<file path="config.mk">
export PLATFORM = sky130hd
export DESIGN_NAME = id_ex_stage_flat
export DESIGN_NICKNAME = d
export VERILOG_FILES = /design/src/rtl/mips_pipe_pkg.sv /design/src/rtl/id_ex_stage_if.sv /design/src/rtl/id_ex_stage_hazard.sv /design/src/rtl/id_ex_stage.sv /design/src/flat_wrapper.sv
export SDC_FILE = /design/constraint.sdc
export NUM_CORES = 1
export LEC_CHECK = 0
export CAP_MARGIN = 25
export CORE_AREA = 2 2 185 187
export CTS_CLUSTER_SIZE = 16
export DETAILED_ROUTE_END_ITERATION = 12
export DIE_AREA = 0 0 187 189
export PLACE_DENSITY = 0.51
export SETUP_SLACK_MARGIN = 0.3
export SLEW_MARGIN = 20
export SYNTH_ARGS = -nofsm -noshare
export SYNTH_HDL_FRONTEND = slang
export SYNTH_HIERARCHICAL = 1
export SYNTH_SLANG_ARGS = --single-unit
export TNS_END_PERCENT = 30
</file>
<file path="constraint.sdc">
create_clock -name clk -period 2.69 [get_ports clk]
set_clock_uncertainty 0.05 [all_clocks]
set_input_delay 0.269 -clock clk [delete_from_list [all_inputs] [get_ports clk]]
set_output_delay 0.269 -clock clk [all_outputs]
set_load 0.01 [all_outputs]
</file>
<file path="src/rtl/mips_pipe_pkg.sv">
// Shared MIPS pipeline definitions: widths, control bundle layout,
// architectural register numbers and ALUOp encodings used by ID/EX and EX.
package mips_pipe_pkg;

   localparam int DATA_W = 64;
   localparam int REG_AW = 5;
   localparam int CNT_W  = 16;

   // Control bundle layout, MSB first:
   // RegWrite | MemRead | MemWrite | MemToReg | ALUSrc | RegDst | JmpandLink | ALUOp[3:0]
   localparam int CTRL_W         = 11;
   localparam int CTRL_REG_WRITE = 10;
   localparam int CTRL_MEM_READ  = 9;
   localparam int CTRL_MEM_WRITE = 8;
   localparam int CTRL_MEM2REG   = 7;
   localparam int CTRL_ALU_SRC   = 6;
   localparam int CTRL_REG_DST   = 5;
   localparam int CTRL_JAL       = 4;
   localparam int CTRL_ALUOP_MSB = 3;
   localparam int CTRL_ALUOP_LSB = 0;

   localparam logic [REG_AW-1:0] REG_ZERO = 5'd0;
   localparam logic [REG_AW-1:0] REG_RA   = 5'd31;

   localparam logic [3:0] ALU_ADD = 4'h0;
   localparam logic [3:0] ALU_SUB = 4'h1;
   localparam logic [3:0] ALU_AND = 4'h2;
   localparam logic [3:0] ALU_OR  = 4'h3;
   localparam logic [3:0] ALU_XOR = 4'h4;
   localparam logic [3:0] ALU_NOR = 4'h5;
   localparam logic [3:0] ALU_SLT = 4'h6;
   localparam logic [3:0] ALU_SLL = 4'h7;
   localparam logic [3:0] ALU_SRL = 4'h8;
   localparam logic [3:0] ALU_SRA = 4'h9;
   localparam logic [3:0] ALU_LUI = 4'hA;

   // Zero-extends the low word; the datapath only ever carries 32-bit values.
   function automatic logic [DATA_W-1:0] low_word(input logic [DATA_W-1:0] v);
      return {{(DATA_W-32){1'b0}}, v[31:0]};
   endfunction

endpackage

</file>
<file path="src/rtl/id_ex_stage_if.sv">
// Decode-side, writeback-side and EX-side signals of the ID/EX stage.
// slave: the stage itself; master: the surrounding pipeline driving it.
interface id_ex_stage_if;
   import mips_pipe_pkg::*;

   logic              id_valid;
   logic [REG_AW-1:0] id_rs;
   logic [REG_AW-1:0] id_rt;
   logic [REG_AW-1:0] id_rd;
   logic [DATA_W-1:0] id_read_data1;
   logic [DATA_W-1:0] id_read_data2;
   logic [15:0]       id_imm16;
   logic [CTRL_W-1:0] id_ctrl;

   logic              wb_reg_write;
   logic              wb_jal;
   logic [REG_AW-1:0] wb_dst_reg;
   logic [DATA_W-1:0] wb_data;

   logic              ex_flush;
   logic              ex_stall;

   logic              ex_valid;
   logic [REG_AW-1:0] ex_rs;
   logic [REG_AW-1:0] ex_rt;
   logic [REG_AW-1:0] ex_dst;
   logic [DATA_W-1:0] ex_op_a;
   logic [DATA_W-1:0] ex_op_b;
   logic [DATA_W-1:0] ex_imm;
   logic [CTRL_W-1:0] ex_ctrl;
   logic              stall_if_id;
   logic [CNT_W-1:0]  bubble_cnt;

   modport master (
      output id_valid, id_rs, id_rt, id_rd, id_read_data1, id_read_data2,
             id_imm16, id_ctrl, wb_reg_write, wb_jal, wb_dst_reg, wb_data,
             ex_flush, ex_stall,
      input  ex_valid, ex_rs, ex_rt, ex_dst, ex_op_a, ex_op_b, ex_imm,
             ex_ctrl, stall_if_id, bubble_cnt
   );

   modport slave (
      input  id_valid, id_rs, id_rt, id_rd, id_read_data1, id_read_data2,
             id_imm16, id_ctrl, wb_reg_write, wb_jal, wb_dst_reg, wb_data,
             ex_flush, ex_stall,
      output ex_valid, ex_rs, ex_rt, ex_dst, ex_op_a, ex_op_b, ex_imm,
             ex_ctrl, stall_if_id, bubble_cnt
   );

endinterface

</file>
<file path="src/rtl/id_ex_stage_hazard.sv">
// hazard_detect_unit: combinational load-use detection between the load
// sitting in EX and the instruction in decode.
module hazard_detect_unit
   import mips_pipe_pkg::*;
(
   input  logic              ex_valid,
   input  logic              ex_mem_read,
   input  logic [REG_AW-1:0] ex_dst,
   input  logic              id_valid,
   input  logic [REG_AW-1:0] id_rs,
   input  logic [REG_AW-1:0] id_rt,
   input  logic              ex_flush,
   input  logic              ex_stall,
   output logic              hz,
   output logic              stall_if_id
);

   // A flush kills the consumer anyway, and a downstream stall already holds
   // the front end, so neither needs the load-use stall on top.
   always_comb begin
      hz = ex_valid && ex_mem_read && (ex_dst != REG_ZERO) && id_valid &&
           ((ex_dst == id_rs) || (ex_dst == id_rt));
      stall_if_id = hz && !ex_flush && !ex_stall;
   end

endmodule

</file>
<file path="src/rtl/id_ex_stage.sv">
// ID/EX pipeline register with load-use bubble insertion and a saturating
// bubble counter. Optional macro ID_EX_WB_BYPASS_EN enables write-through of
// the writeback value into the captured operands.
module id_ex_stage
   import mips_pipe_pkg::*;
(
   input logic          clk,
   input logic          rst_n,
   id_ex_stage_if.slave bus
);

   logic              valid_q, valid_d;
   logic [REG_AW-1:0] rs_q, rs_d;
   logic [REG_AW-1:0] rt_q, rt_d;
   logic [REG_AW-1:0] dst_q, dst_d;
   logic [DATA_W-1:0] op_a_q, op_a_d;
   logic [DATA_W-1:0] op_b_q, op_b_d;
   logic [DATA_W-1:0] imm_q, imm_d;
   logic [CTRL_W-1:0] ctrl_q, ctrl_d;
   logic [CNT_W-1:0]  cnt_q, cnt_d;

   logic              hz;
   logic              stall_if_id;
   logic [REG_AW-1:0] id_dst;
   logic [DATA_W-1:0] id_imm_ext;
   logic [DATA_W-1:0] op_a_cap;
   logic [DATA_W-1:0] op_b_cap;

   hazard_detect_unit u_hazard (
      .ex_valid    (valid_q),
      .ex_mem_read (ctrl_q[CTRL_MEM_READ]),
      .ex_dst      (dst_q),
      .id_valid    (bus.id_valid),
      .id_rs       (bus.id_rs),
      .id_rt       (bus.id_rt),
      .ex_flush    (bus.ex_flush),
      .ex_stall    (bus.ex_stall),
      .hz          (hz),
      .stall_if_id (stall_if_id)
   );

   // Destination select and immediate extension for the decode slot.
   always_comb begin
      if (bus.id_ctrl[CTRL_JAL]) begin
         id_dst = REG_RA;
      end else if (bus.id_ctrl[CTRL_REG_DST]) begin
         id_dst = bus.id_rd;
      end else begin
         id_dst = bus.id_rt;
      end
      id_imm_ext = {{(DATA_W-16){bus.id_imm16[15]}}, bus.id_imm16};
   end

`ifdef ID_EX_WB_BYPASS_EN
   logic [REG_AW-1:0] wb_eff_reg;
   logic              wb_hit_ok;
   logic              unused_ok;

   // Write-through: the register file write and the read happen in the same
   // cycle, so forward the writeback value straight into the capture.
   always_comb begin
      wb_eff_reg = bus.wb_jal ? REG_RA : bus.wb_dst_reg;
      wb_hit_ok  = bus.wb_reg_write && (wb_eff_reg != REG_ZERO);
      op_a_cap   = (wb_hit_ok && (wb_eff_reg == bus.id_rs)) ?
                   low_word(bus.wb_data) : low_word(bus.id_read_data1);
      op_b_cap   = (wb_hit_ok && (wb_eff_reg == bus.id_rt)) ?
                   low_word(bus.wb_data) : low_word(bus.id_read_data2);
   end

   assign unused_ok = ^{bus.id_read_data1[DATA_W-1:32],
                        bus.id_read_data2[DATA_W-1:32],
                        bus.wb_data[DATA_W-1:32]};
`else
   logic unused_ok;

   // Operands come from the register file only; upper word is always zero.
   always_comb begin
      op_a_cap = low_word(bus.id_read_data1);
      op_b_cap = low_word(bus.id_read_data2);
   end

   assign unused_ok = ^{bus.id_read_data1[DATA_W-1:32],
                        bus.id_read_data2[DATA_W-1:32],
                        bus.wb_reg_write, bus.wb_jal, bus.wb_dst_reg,
                        bus.wb_data};
`endif

   // Next-state of the EX registers: flush, then stall, then bubble, then capture.
   always_comb begin
      valid_d = valid_q;
      rs_d    = rs_q;
      rt_d    = rt_q;
      dst_d   = dst_q;
      op_a_d  = op_a_q;
      op_b_d  = op_b_q;
      imm_d   = imm_q;
      ctrl_d  = ctrl_q;
      cnt_d   = cnt_q;
      if (bus.ex_flush) begin
         valid_d = 1'b0;
         ctrl_d  = '0;
      end else if (bus.ex_stall) begin
         valid_d = valid_q;
      end else if (hz) begin
         valid_d = 1'b0;
         ctrl_d  = '0;
         if (cnt_q != {CNT_W{1'b1}}) begin
            cnt_d = cnt_q + CNT_W'(1);
         end
      end else begin
         valid_d = bus.id_valid;
         rs_d    = bus.id_rs;
         rt_d    = bus.id_rt;
         dst_d   = id_dst;
         op_a_d  = op_a_cap;
         op_b_d  = op_b_cap;
         imm_d   = id_imm_ext;
         ctrl_d  = bus.id_valid ? bus.id_ctrl : '0;
      end
   end

   // EX pipeline registers with synchronous active-low reset.
   always_ff @(posedge clk) begin
      if (!rst_n) begin
         valid_q <= 1'b0;
         rs_q    <= '0;
         rt_q    <= '0;
         dst_q   <= '0;
         op_a_q  <= '0;
         op_b_q  <= '0;
         imm_q   <= '0;
         ctrl_q  <= '0;
         cnt_q   <= '0;
      end else begin
         valid_q <= valid_d;
         rs_q    <= rs_d;
         rt_q    <= rt_d;
         dst_q   <= dst_d;
         op_a_q  <= op_a_d;
         op_b_q  <= op_b_d;
         imm_q   <= imm_d;
         ctrl_q  <= ctrl_d;
         cnt_q   <= cnt_d;
      end
   end

   assign bus.ex_valid    = valid_q;
   assign bus.ex_rs       = rs_q;
   assign bus.ex_rt       = rt_q;
   assign bus.ex_dst      = dst_q;
   assign bus.ex_op_a     = op_a_q;
   assign bus.ex_op_b     = op_b_q;
   assign bus.ex_imm      = imm_q;
   assign bus.ex_ctrl     = ctrl_q;
   assign bus.stall_if_id = stall_if_id;
   assign bus.bubble_cnt  = cnt_q;

endmodule

</file>
<file path="src/flat_wrapper.sv">
// flat-port wrapper written by rule: the top's interface ports become plain ports
module id_ex_stage_flat import mips_pipe_pkg::*;
  (clk, rst_n, bus_id_valid, bus_id_rs, bus_id_rt, bus_id_rd, bus_id_read_data1, bus_id_read_data2, bus_id_imm16, bus_id_ctrl, bus_wb_reg_write, bus_wb_jal, bus_wb_dst_reg, bus_wb_data, bus_ex_flush, bus_ex_stall, bus_ex_valid, bus_ex_rs, bus_ex_rt, bus_ex_dst, bus_ex_op_a, bus_ex_op_b, bus_ex_imm, bus_ex_ctrl, bus_stall_if_id, bus_bubble_cnt);
  id_ex_stage_if bus_i ();
  input logic clk;
  input logic rst_n;
  input wire logic [$bits(bus_i.id_valid)-1:0] bus_id_valid;
  input wire logic [$bits(bus_i.id_rs)-1:0] bus_id_rs;
  input wire logic [$bits(bus_i.id_rt)-1:0] bus_id_rt;
  input wire logic [$bits(bus_i.id_rd)-1:0] bus_id_rd;
  input wire logic [$bits(bus_i.id_read_data1)-1:0] bus_id_read_data1;
  input wire logic [$bits(bus_i.id_read_data2)-1:0] bus_id_read_data2;
  input wire logic [$bits(bus_i.id_imm16)-1:0] bus_id_imm16;
  input wire logic [$bits(bus_i.id_ctrl)-1:0] bus_id_ctrl;
  input wire logic [$bits(bus_i.wb_reg_write)-1:0] bus_wb_reg_write;
  input wire logic [$bits(bus_i.wb_jal)-1:0] bus_wb_jal;
  input wire logic [$bits(bus_i.wb_dst_reg)-1:0] bus_wb_dst_reg;
  input wire logic [$bits(bus_i.wb_data)-1:0] bus_wb_data;
  input wire logic [$bits(bus_i.ex_flush)-1:0] bus_ex_flush;
  input wire logic [$bits(bus_i.ex_stall)-1:0] bus_ex_stall;
  output wire logic [$bits(bus_i.ex_valid)-1:0] bus_ex_valid;
  output wire logic [$bits(bus_i.ex_rs)-1:0] bus_ex_rs;
  output wire logic [$bits(bus_i.ex_rt)-1:0] bus_ex_rt;
  output wire logic [$bits(bus_i.ex_dst)-1:0] bus_ex_dst;
  output wire logic [$bits(bus_i.ex_op_a)-1:0] bus_ex_op_a;
  output wire logic [$bits(bus_i.ex_op_b)-1:0] bus_ex_op_b;
  output wire logic [$bits(bus_i.ex_imm)-1:0] bus_ex_imm;
  output wire logic [$bits(bus_i.ex_ctrl)-1:0] bus_ex_ctrl;
  output wire logic [$bits(bus_i.stall_if_id)-1:0] bus_stall_if_id;
  output wire logic [$bits(bus_i.bubble_cnt)-1:0] bus_bubble_cnt;
  assign bus_i.id_valid = bus_id_valid;
  assign bus_i.id_rs = bus_id_rs;
  assign bus_i.id_rt = bus_id_rt;
  assign bus_i.id_rd = bus_id_rd;
  assign bus_i.id_read_data1 = bus_id_read_data1;
  assign bus_i.id_read_data2 = bus_id_read_data2;
  assign bus_i.id_imm16 = bus_id_imm16;
  assign bus_i.id_ctrl = bus_id_ctrl;
  assign bus_i.wb_reg_write = bus_wb_reg_write;
  assign bus_i.wb_jal = bus_wb_jal;
  assign bus_i.wb_dst_reg = bus_wb_dst_reg;
  assign bus_i.wb_data = bus_wb_data;
  assign bus_i.ex_flush = bus_ex_flush;
  assign bus_i.ex_stall = bus_ex_stall;
  assign bus_ex_valid = bus_i.ex_valid;
  assign bus_ex_rs = bus_i.ex_rs;
  assign bus_ex_rt = bus_i.ex_rt;
  assign bus_ex_dst = bus_i.ex_dst;
  assign bus_ex_op_a = bus_i.ex_op_a;
  assign bus_ex_op_b = bus_i.ex_op_b;
  assign bus_ex_imm = bus_i.ex_imm;
  assign bus_ex_ctrl = bus_i.ex_ctrl;
  assign bus_stall_if_id = bus_i.stall_if_id;
  assign bus_bubble_cnt = bus_i.bubble_cnt;
  id_ex_stage u_core (.clk(clk), .rst_n(rst_n), .bus(bus_i));
endmodule
</file>
# Word level (Yosys, flattened, before mapping)
# Cells that the tools add are included.
# totals
reg_bits	123
latch_bits	0
ram_bits	0
mem_bits_ro	0
inputBits	246
out_inout_bits	236
word_cells	35
n_memories	0
# classes
add_sub_neg	1
multipliers	0
div_mod_pow	0
magnitude_cmp	0
eq_ne	3
n_shift	0
n_mux	5
bitwise	4
n_reduce_logical	13
# op_table
op	count
11-bit two-way mux	2
16-bit by 1-bit adder with 16-bit output, second input constant	1
16-bit != test, second input constant	1
5-bit == test	2
5-bit two-way mux	2
1-bit logical AND	6
5-bit nonzero test	1
1-bit NOT	4
4-bit AND reduction	1
3-bit AND reduction	1
1-bit zero test	2
2-bit OR reduction	1
1-bit logical OR	1
1-bit two-way mux	1

# Longest topological paths before layout
# Gate-level depths: netlist of run 1.
# depth
depth_word	6
mapped_depth	10
mapped_depth_nobuf	7

# Modules after synthesis
# Netlist of run 1, hierarchy kept.
# by_module_without_submodules
mod	n_inst	cells_each	area_per_inst_um2	seq_area_each_um2
id_ex_stage	1	670	5371.4	2462.4
hazard_detect_unit	1	19	145.1	0.0

# Worst setup path after synthesis of run 1
# Ideal clock, no wire load.
# synth_path
path_type	register to register
startpoint	register u_core.dst_q[3], in the netlist u_core/bus.ex_dst[3]
endpoint	register u_core.dst_q[0], in the netlist u_core/bus.ex_dst[0]
arrival_time_ns	2.278
required_time_ns	2.511
slack_ns	0.233
path_stages_with_launch	9
n_path_buf	2
synth_period_minus_slack_ns	2.457
cell_sequence	dfxtp_1 -> or4_1 -> o2111ai_2 -> nor2_1 -> or3_1 -> buf_2 -> buf_2 -> a2111oi_0 -> nor2_1
# synth_via
elab_chain_cells	6
word_cells_on_any_way	9
classes_between	eq/ne (2); bitwise (1); reduce/logical (6)
# synth_rtl
item	line_no	rtl
start, declared	id_ex_stage.sv:15	logic [REG_AW-1:0] dst_q, dst_d;
start signal, assigned	id_ex_stage.sv:138	dst_q <= dst_d;
5-bit nonzero test	id_ex_stage_hazard.sv:21	hz = ex_valid && ex_mem_read && (ex_dst != REG_ZERO) && id_valid &&
1-bit logical AND (2 in a row)	id_ex_stage_hazard.sv:21	
1-bit logical AND (*)	id_ex_stage_hazard.sv:21	
net u_core.hz	id_ex_stage.sv:22	logic hz;
1-bit NOT (no source line) (*)	--	
3-bit AND reduction (no source line) (*)	--	
# The timed path passes the listed nets; every way through them passes the cells marked *.
# A chain may end at the register's enable or synchronous reset.

# Worst setup path in the final report of run 1
# layout_path
startpoint	register u_core.dst_q[1], in the netlist u_core/bus.ex_dst[1]
endpoint	register u_core.dst_q[4], in the netlist u_core/bus.ex_dst[4]
# The elaborated chain is that of the path after synthesis.

==> results of run 1 <==
## kinds of logic (layout without fill, tap and decap cells)
family	count (synthesis)	count (layout)	share of synthesized area, %
simple gates	255	255	19.9
buf+inv	153	344	18.2
compound gates	145	145	15.1
flops	123	123	44.6
xor+xnor	10	10	1.59
fa+ha+maj	1	1	0.227
other cells	1	64	0.0680
mux	1	1	0.181
## repair_timing
action,CTS,global route
setup buffers,1,3
endpoints found under the setup margin,69,68
resized for setup,6,9
hold buffers,0,0
cloned,1,0
pin swaps,1,4
hold endpoints to repair,0,0
## cell usage in the layout, fill, tap and decap left out, types with 2 or more instances in the layout
master and count:
sky130_fd_sc_hd__dfxtp_1 120, sky130_fd_sc_hd__nand2b_1 2, sky130_fd_sc_hd__a21oi_1 104, sky130_fd_sc_hd__clkinv_4 2
sky130_fd_sc_hd__or4_1 9, sky130_fd_sc_hd__clkbuf_16 17, sky130_fd_sc_hd__inv_6 2, sky130_fd_sc_hd__xor2_1 10
sky130_fd_sc_hd__nand4_1 7, sky130_fd_sc_hd__and4_1 2, sky130_fd_sc_hd__conb_1 64, sky130_fd_sc_hd__a2111oi_2 5
sky130_fd_sc_hd__nand3_1 3, sky130_fd_sc_hd__o31ai_1 8, sky130_fd_sc_hd__bufinv_16 4, sky130_fd_sc_hd__o21ai_0 11
sky130_fd_sc_hd__nor4_1 3, sky130_fd_sc_hd__and3_1 2, sky130_fd_sc_hd__clkinv_2 4, sky130_fd_sc_hd__clkdlybuf4s50_1 281
sky130_fd_sc_hd__nor2_1 20, sky130_fd_sc_hd__nand2_1 186, sky130_fd_sc_hd__clkinvlp_4 3, sky130_fd_sc_hd__dfxtp_4 2
sky130_fd_sc_hd__or3_1 4, sky130_fd_sc_hd__a22oi_1 12, sky130_fd_sc_hd__buf_12 6, sky130_fd_sc_hd__buf_6 5
sky130_fd_sc_hd__nor2b_1 5, sky130_fd_sc_hd__buf_4 16
## per-layer routing
metal	wire length (um)	share of wire, %
met1	7580	40
met2	9380	49
met3	1750	9.3
met4	240	1.3
met5	0	0
## worst reg2reg max path, cell delays in order (launching register included)
cell and delay, ps:
sky130_fd_sc_hd__dfxtp_4 360, sky130_fd_sc_hd__or4_4 560, sky130_fd_sc_hd__o2111ai_4 250, sky130_fd_sc_hd__nor2_4 70
sky130_fd_sc_hd__or3_4 440, sky130_fd_sc_hd__a2111oi_2 370, sky130_fd_sc_hd__nor2_1 80
## power groups by stage
stage | clock network (mW) | logic [mW] | registers, mW
after floorplan | 0 | 0.344 | 2.01
after global routing | 2.70 | 0.809 | 1.94
final | 2.52 | 0.747 | 1.93
after detailed placement | 0 | 0.737 | 1.97
after global placement | 0 | 0.734 | 1.97
after CTS | 2.63 | 0.751 | 1.93
## layout make-up
class | instances | area share [%]
multi-input cells | 476 | 25.8
clock inverters | 14 | 2.10
inverters | 2 | 0.0953
clock buffers | 18 | 4.78
repair buffers | 310 | 34.2
well taps | 448 | 6.10
flip-flops and latches | 123 | 26.9
## stage by stage
stage / instance area [sq um] / std cells / hold WS (ps) / setup slack (ps)
finish: 9190 / 1391 / 342 / 391
global route: 9190 / 1391 / 320 / 300
CTS: 9130 / 1388 / 311 / 279
detailed placement: 8440 / 1354 / 396 / 15.9
global placement: 8440 / 1354 / 392 / 47.5
floorplan: 5800 / 752 / 335 / 296
## final timing paths
path	endpoint	slack (ps)
min	u_core/bus.ex_imm[8]$_SDFFE_PN0P_	340
min reg2reg	u_core/bus.ex_op_a[31]$_SDFFE_PN0P_	400
max	u_core/bus.ex_dst[4]$_SDFFE_PN0P_	390
max reg2reg	u_core/bus.ex_dst[4]$_SDFFE_PN0P_	390
## sequential cells by signal (all words and copies together), names as in the netlist
name / cells
u_core/bus.ex_op_a: 32
u_core/bus.ex_op_b: 32
u_core/bus.bubble_cnt: 16
u_core/bus.ex_imm: 16
u_core/bus.ex_ctrl: 11
u_core/bus.ex_dst: 5
u_core/bus.ex_rs: 5
u_core/bus.ex_rt: 5
u_core/bus.ex_valid: 1
==> flow_summary.toml, run 1 <==
[global_route]
busiest_layer = "met2"
maximum_number_of_pins_on_one_net_before_global_route_repair = 56
first_global_vias = 5101
global_route.usage.met2_pct = 18.4
grt.overflow.total = 0
met1_usage_pct = 11.6
globalRouteTotalUtil_pct = 10.6
antenna_violations_before_repair = 0
globalRouteMet3Util_pct = 4.65
grt_pass1_wl_um = 29200

[setup_path]
crit_required_ps = 2950
worstSetupStartpoint = "u_core/bus.ex_dst[1]$_SDFFE_PN0P_"
worst_path_dominant_cell_family = "simple AND/OR/NAND/NOR gates"
timing.critical_path.depth = 6
cp_slowest_stage_delay_ps = 560
critical_path.cell_chain = "or4_4 > o2111ai_4 > nor2_4 > or3_4 > a2111oi_2 > nor2_1"
critPathMaxFanout = 8
cp-start-kind = "flip-flop"
worstSetupEndpointType = "flip-flop"
crit_buf_inv = 0
crit_path_top_delay_cell = "sky130_fd_sc_hd__or4_4"
setup.worst_path.class = "flip-flop to flip-flop"
cp.arrival_ps = 2560
r2r_cells = 6
worstReg2RegStart = "u_core/bus.ex_dst[1]$_SDFFE_PN0P_"

[final_layout]
multi_input_area_sq_um = 2370
layout-drive-gt1-share_pct = 8.70
final-seq-area_sq_um = 2470
layout.nets = 1177
num-fill-cells = 3632
area.growth.synth_to_final_pct = 66.5
antenna-diode-count = 0
final_core_util_pct = 27.6

[timing]
worst-slew-pin-transition_ps = 678
period_minus_slack_ps = 2300
timing_max_transition_violations_final = 0
final.period_utilization_pct = 85.5
finalHoldViolations = 0
setup-violations-final = 0
timing.slew.headroom_pct = 54.6
rsz0062_at_grt = "false"
setup_tns_ps = 0
maxClockFrequency_mhz = 435

[synthesis]
netlist.area_leader.share_pct = 44.6
synth_edf_count = 0
area_contributors_post_synth = "sky130_fd_sc_hd__dfxtp_1, sky130_fd_sc_hd__buf_4, sky130_fd_sc_hd__nand2_1"
synth.cells.most_frequent = "sky130_fd_sc_hd__nand2_1, sky130_fd_sc_hd__dfxtp_1, sky130_fd_sc_hd__buf_4"
synth_warnings = 6
yosysTopAreaCell = "sky130_fd_sc_hd__dfxtp_1"
synth.distinct_cells = 37
yosys_most_used_dff = "sky130_fd_sc_hd__dfxtp_1"
synth_most_common_cell = "sky130_fd_sc_hd__nand2_1"
synth-seq-area-share_pct = 44.6
synthesis.area_per_instance_sq_um = 8.01
postSynthRegisterBits = 123
synthCells = 689
postSynth.asyncResetShare_pct = 0
mappedNetlistArea_sq_um = 5520

[cts]
cts-root-buf = "sky130_fd_sc_hd__clkbuf_16"
worstSkewPairLatency_ps = 420
htreeDepth = 4
clkTransAtPathRegs_ps = 70
cts-buffers-inserted = 17
cts_tree = "done"
cts.path.max_buffers = 2
cts.sinks = 123

[pwr]
p_clk_share_pct = 48.4
netSwitchingFraction_pct = 25.4
total_power_mw = 5.20
cellPowerDensity_nw_per_um2 = 566
share_comb_of_total_power_pct = 14.4
max_vdd_drop_uv = 370
netSwitchingPower_mw = 1.32
cellLeakagePower_nw = 3.28
p_seq_share_pct = 37.2
internal_power_mw = 3.88

[placement]
number_of_buffers_inserted_by_port_buffering = 282
hpwlAfterDp_um = 13600
place_congestion = 0.750

[route]
route.vias.total = 5304
drtAntennaViolNets = 0
post-route-drc-count = 0
wl_um = 19000
drtPass1Iterations = 4
routed_via_density = 3.81
routedWlPerCell_um = 13.6
initialDrtViolationCount = 162

[floorplan]
die-width_um = 187
starting_density_of_the_core_pct = 16.6
placeableCoreArea_sq_um = 33300
die_h_um = 189
die_area_sq_um = 35300
ios = 482
rows = 67

[worst_hold_path]
min_path_type = "input pin to flip-flop"
hold_path_startpoint = "bus_id_imm16[8]"
hold_depth = 3

[run_status]
run_status = "finished, final reports clean"

[job]
cap_viol_max_count = 0
(Power assumes the default switching activity.)
==> run 2: changes to the inputs <==
SKIP_CTS_REPAIR_TIMING = 1   (was not set)
clock period = 2.25 ns   (was 2.69 ns; I/O delays follow)
==> flow_summary.toml, run 2 (synthesis gave the netlist of run 1 again) <==
[run_status]
run_status = "complete, but fails checks"
violated_checks = "negative setup slack"

[final_layout]
most-common-layout-cells = "sky130_fd_sc_hd__clkdlybuf4s50_1, sky130_fd_sc_hd__nand2_1, sky130_fd_sc_hd__dfxtp_1"
layout.nets = 1212
num-fill-cells = 3557
final-instance-count-excl-fill = 1429
layout-drive-gt1-share_pct = 15.8
layout.cells.most_common = "sky130_fd_sc_hd__clkdlybuf4s50_1"
area.growth.synth_to_final_pct = 77.3

[setup_path]
setup.worst_path.class = "flip-flop to flip-flop"
worst_r2r_end = "u_core/bus.ex_op_a[22]$_SDFFE_PN0P_"
cp-start-kind = "flip-flop"
r2r_cells = 9
cp.arrival_ps = 2580
reg2reg_setup_slack_ps = -30
crit_required_ps = 2550
worstReg2RegStart = "u_core/bus.ex_dst[4]$_SDFFE_PN0P_"
critPathMaxFanout = 9
worstSetupEndpointType = "flip-flop"

[global_route]
globalRouteTotalUtil_pct = 10.9
maximum_number_of_pins_on_one_net_before_global_route_repair = 66
grt_pass1_wl_um = 29600
first_global_vias = 5087
grt.overflow.total = 0
antenna_violations_before_repair = 3

[timing]
rsz0062_at_grt = "true"
timing.slew.headroom_pct = 56.2
worst-slew-pin-transition_ps = 654
timing_max_transition_violations_final = 0
setup_tns_ps = -89.7
finalHoldViolations = 0
maxClockFrequency_mhz = 439
postLayoutSetupSlackWorst_ps = -26.4
period_minus_slack_ps = 2280
final.period_utilization_pct = 101
setup-violations-final = 10

[placement]
post-place-cells = 1381
hpwlAfterDp_um = 14600
number_of_buffers_inserted_by_port_buffering = 282
place_congestion = 0.814

[pwr]
max_vdd_drop_uv = 462
total_power_mw = 6.06
cellLeakagePower_nw = 3.51
cellPowerDensity_nw_per_um2 = 619

[floorplan]
placeableCoreArea_sq_um = 33300
ios = 482
die-width_um = 187
die_h_um = 189
starting_density_of_the_core_pct = 16.6
rows = 67
die_area_sq_um = 35300

[route]
post-route-drc-count = 0
routedWlPerCell_um = 14.4
drtAntennaViolNets = 0
drtPass1Iterations = 4
routed_via_density = 3.84
route.vias.total = 5491
dr_wl_met3_um = 1680
wl_um = 20600
post_route_m1_wl_um = 8440
wl_met2_um = 9900
top_layer = "met4"
initialDrtViolationCount = 210

[cts]
worstSkewPairLatency_ps = 420
cts-root-buf = "sky130_fd_sc_hd__clkbuf_16"
cts.path.max_buffers = 2
cts_tree = "done"
htreeDepth = 4
cts.sinks = 123
cts-buffers-inserted = 17
clkTransAtPathRegs_ps = 60

[worst_hold_path]
min_path_type = "input pin to flip-flop"
whs_endpoint = "u_core/bus.ex_op_b[6]$_SDFFE_PN0P_"
hold_depth = 3
hold_path_startpoint = "bus_id_read_data2[6]"

[job]
cap_viol_max_count = 0
==> run 2: cell count changes in the layout (fill, tap and decap cells not counted), sizes merged <==
cell	before	now
clkinv	6	5
dlygate4sd2	1	0
bufinv	4	1
clkbuf	18	28
diode	0	3
inv	3	2
or3	5	6
buf	28	57
dlymetal6s2s	0	1
==> run 2: layout make-up <==
type	count	area, sq um	area share (%)
multi-input combinational	477	2620	26.7
timing repair buffer	344	3530	36.1
clock buffer	23	499	5.10
sequential	123	2470	25.2
tap	448	561	5.73
inverter	2	8.76	0.0895
antenna	3	7.51	0.0768
clock inverter	9	85.1	0.870
==> run 2: worst max path at each step <==
stage	end	cells after the start	startpoint	slack, ps
finish	u_core/bus.ex_op_a[22]$_SDFFE_PN0P_	9	u_core/bus.ex_dst[4]$_SDFFE_PN0P_	-30
floorplan	u_core/bus.ex_op_a[19]$_SDFFE_PN0P_	9	u_core/bus.ex_dst[4]$_SDFFE_PN0P_	-20
detailed placement	u_core/bus.ex_dst[3]$_SDFFE_PN0P_	9	bus_id_rs[3]	-340
global placement	bus_stall_if_id	6	bus_id_rs[3]	-360
global route	u_core/bus.ex_op_b[27]$_SDFFE_PN0P_	9	u_core/bus.ex_dst[4]$_SDFFE_PN0P_	-100
CTS	bus_stall_if_id	6	u_core/bus.ex_dst[4]$_SDFFE_PN0P_	-510
==> run 2: layer usage <==
metal	vias to the layer above	global-route usage, %
li1	2691	-
met1	2523	12.3
met2	249	18.0
met3	28	4.30
met4	0	5.19
met5	-	0
==> run 2: power by group <==
| part | switching, mW | internal, mW | total (mW) |
|---|---|---|---|
| Sequential | 0.0483 | 2.26 | 2.31 |
| Combinational | 0.462 | 0.546 | 1.01 |
| Clock | 1.06 | 1.67 | 2.74 |
==> run 2: metrics by stage <==
| stage | hold slack [ps] | utilization [%] | worst slack, ps | area [sq um] |
|---|---|---|---|---|
| 4_1_cts | 255 | 28.1 | -512 | 9340 |
| 3_3_place_gp | 388 | 26.3 | -363 | 8750 |
| 6_report | 297 | 29.4 | -26.4 | 9780 |
| 2_1_floorplan | 298 | - | -18.5 | 5940 |
| 3_5_place_dp | 393 | 26.3 | -338 | 8750 |
| 5_1_grt | 273 | 29.4 | -95.7 | 9780 |
==> run 2: worst max-delay path, cell delays in order (launching register included) <==
cell,delay [ps]
sky130_fd_sc_hd__dfxtp_4,340
sky130_fd_sc_hd__or4_4,540
sky130_fd_sc_hd__o2111ai_4,230
sky130_fd_sc_hd__nor2_4,80
sky130_fd_sc_hd__buf_12,150
sky130_fd_sc_hd__nor3_4,220
sky130_fd_sc_hd__buf_12,200
sky130_fd_sc_hd__clkbuf_16,170
sky130_fd_sc_hd__nand2_1,50
sky130_fd_sc_hd__a21oi_1,140
==> run 3: changes to the inputs <==
clock period = 2.8 ns   (was 2.25 ns; I/O delays follow)
==> flow_summary.toml, run 3 (synthesis gave the netlist of run 1 again) <==
[run_status]
run_status = "finished, final reports clean"

[floorplan]
die_h_um = 189
rows = 67
die_area_sq_um = 35300
die-width_um = 187
ios = 482
starting_density_of_the_core_pct = 16.6
placeableCoreArea_sq_um = 33300

[cts]
cts.sinks = 123
cts_tree = "done"
cts-root-buf = "sky130_fd_sc_hd__clkbuf_16"
worstSkewPairLatency_ps = 430
clkTransAtPathRegs_ps = 60
cts.path.max_buffers = 2
cts-buffers-inserted = 17
htreeDepth = 4

[route]
wl_um = 19300
routed_via_density = 3.76
route.vias.total = 5258
initialDrtViolationCount = 199
drtPass1Iterations = 4
drtAntennaViolNets = 0
routedWlPerCell_um = 13.8
post-route-drc-count = 0

[final_layout]
num-fill-cells = 3599
layout.nets = 1185
layout-drive-gt1-share_pct = 9.15
layout.cells.most_common = "sky130_fd_sc_hd__clkdlybuf4s50_1"
area.growth.synth_to_final_pct = 66.5
most-common-layout-cells = "sky130_fd_sc_hd__clkdlybuf4s50_1, sky130_fd_sc_hd__nand2_1, sky130_fd_sc_hd__dfxtp_1"
final_design_area_no_fill_sq_um = 9180
antenna-diode-count = 0

[global_route]
globalRouteMet3Util_pct = 5.56
busiest_layer = "met2"
first_global_vias = 4995
global_route.usage.met2_pct = 17.3
grt.overflow.total = 0
grt_pass1_wl_um = 29200
antenna_violations_before_repair = 0
met1_usage_pct = 12.2
maximum_number_of_pins_on_one_net_before_global_route_repair = 59
globalRouteTotalUtil_pct = 10.7

[pwr]
total_power_mw = 4.89
cellLeakagePower_nw = 3.31
netSwitchingPower_mw = 1.25
share_comb_of_total_power_pct = 14.6
netSwitchingFraction_pct = 25.5
p_clk_share_pct = 47.3
internal_power_mw = 3.64
cellPowerDensity_nw_per_um2 = 532
max_vdd_drop_uv = 370
p_seq_share_pct = 38.1

[setup_path]
crit_required_ps = 3050
crit_buf_inv = 0
critical_path.cell_chain = "or4_4 > o2111ai_4 > nor2_1 > or3_4 > a2111oi_0 > nor2_1"
worst_path_dominant_cell_family = "simple AND/OR/NAND/NOR gates"
cp_slowest_stage_delay_ps = 570
cp.arrival_ps = 2670
crit_path_top_delay_cell = "sky130_fd_sc_hd__or4_4"
critPathMaxFanout = 10
setup.worst_path.class = "flip-flop to flip-flop"
cp-start-kind = "flip-flop"
path_common_cell = "sky130_fd_sc_hd__nor2_1"
worstSetupEndpointType = "flip-flop"

[timing]
period_minus_slack_ps = 2420
timing_max_transition_violations_final = 0
maxClockFrequency_mhz = 414
finalHoldViolations = 0
timing.slew.headroom_pct = 54.6
postLayoutSetupSlackWorst_ps = 385
setup_tns_ps = 0
worst-slew-pin-transition_ps = 679
rsz0062_at_grt = "false"
final.period_utilization_pct = 86.3
setup-violations-final = 0

[worst_hold_path]
min_path_type = "input pin to flip-flop"

[placement]
hpwlAfterDp_um = 13800
place_congestion = 0.731
place_area_sq_um = 8450
number_of_buffers_inserted_by_port_buffering = 282
detailedPlace.worstSlack_ps = -35.5

[job]
cap_viol_max_count = 0
-- run 3: path summary, 6_finish.rpt --
path                                                    startpoint                                   to  slack, ps  cells after the start
worst min-delay path                         bus_id_read_data1[14]  u_core/bus.ex_op_a[14]$_SDFFE_PN0P_        340                      3
worst max register to register   u_core/bus.ex_dst[3]$_SDFFE_PN0P_    u_core/bus.ex_dst[3]$_SDFFE_PN0P_        380                      6
worst min register to register  u_core/bus.ex_imm[15]$_SDFFE_PN0P_   u_core/bus.ex_imm[15]$_SDFFE_PN0P_        400                      2
worst max-delay path             u_core/bus.ex_dst[3]$_SDFFE_PN0P_    u_core/bus.ex_dst[3]$_SDFFE_PN0P_        380                      6
-- run 3: stage by stage --
step,hold WS (ps),utilization (%),cells
2_1_floorplan,366,-,752
3_3_place_gp,391,25.4,1364
3_5_place_dp,396,25.4,1364
4_1_cts,309,27.2,1396
5_1_grt,319,27.6,1399
6_report,345,27.6,1399
-- run 3: final cells by class --
| type | count | area, sq um | area share, % |
|---|---|---|---|
| Timing Repair Buffer | 318 | 3190 | 34.7 |
| Sequential cell | 123 | 2470 | 26.9 |
| Inverter | 2 | 8.76 | 0.0954 |
| Clock buffer | 19 | 443 | 4.82 |
| Multi-Input combinational cell | 476 | 2350 | 25.6 |
| Clock inverter | 13 | 166 | 1.81 |
| Tap cell | 448 | 561 | 6.10 |
-- run 3: worst reg2reg max path: cells and delay by family (launching register included) --
family | cells | cell delay [ps]
compound gates | 2 | 700
flops | 1 | 350
simple gates | 4 | 1190
-- run 3: power by group through the flow --
stage | logic [mW] | registers [mW] | clock network [mW]
floorplan | 0.324 | 1.93 | 0
global placement | 0.701 | 1.89 | 0
detailed placement | 0.702 | 1.90 | 0
CTS | 0.706 | 1.86 | 2.42
global route | 0.777 | 1.87 | 2.50
finish | 0.715 | 1.86 | 2.31
-- run 3: per-layer routing --
layer | share of wire, % | vias to the layer above
met5 | 0 | -
met4 | 1.7 | 0
met3 | 10 | 15
met2 | 46 | 247
met1 | 41 | 2371
li1 | - | 2625
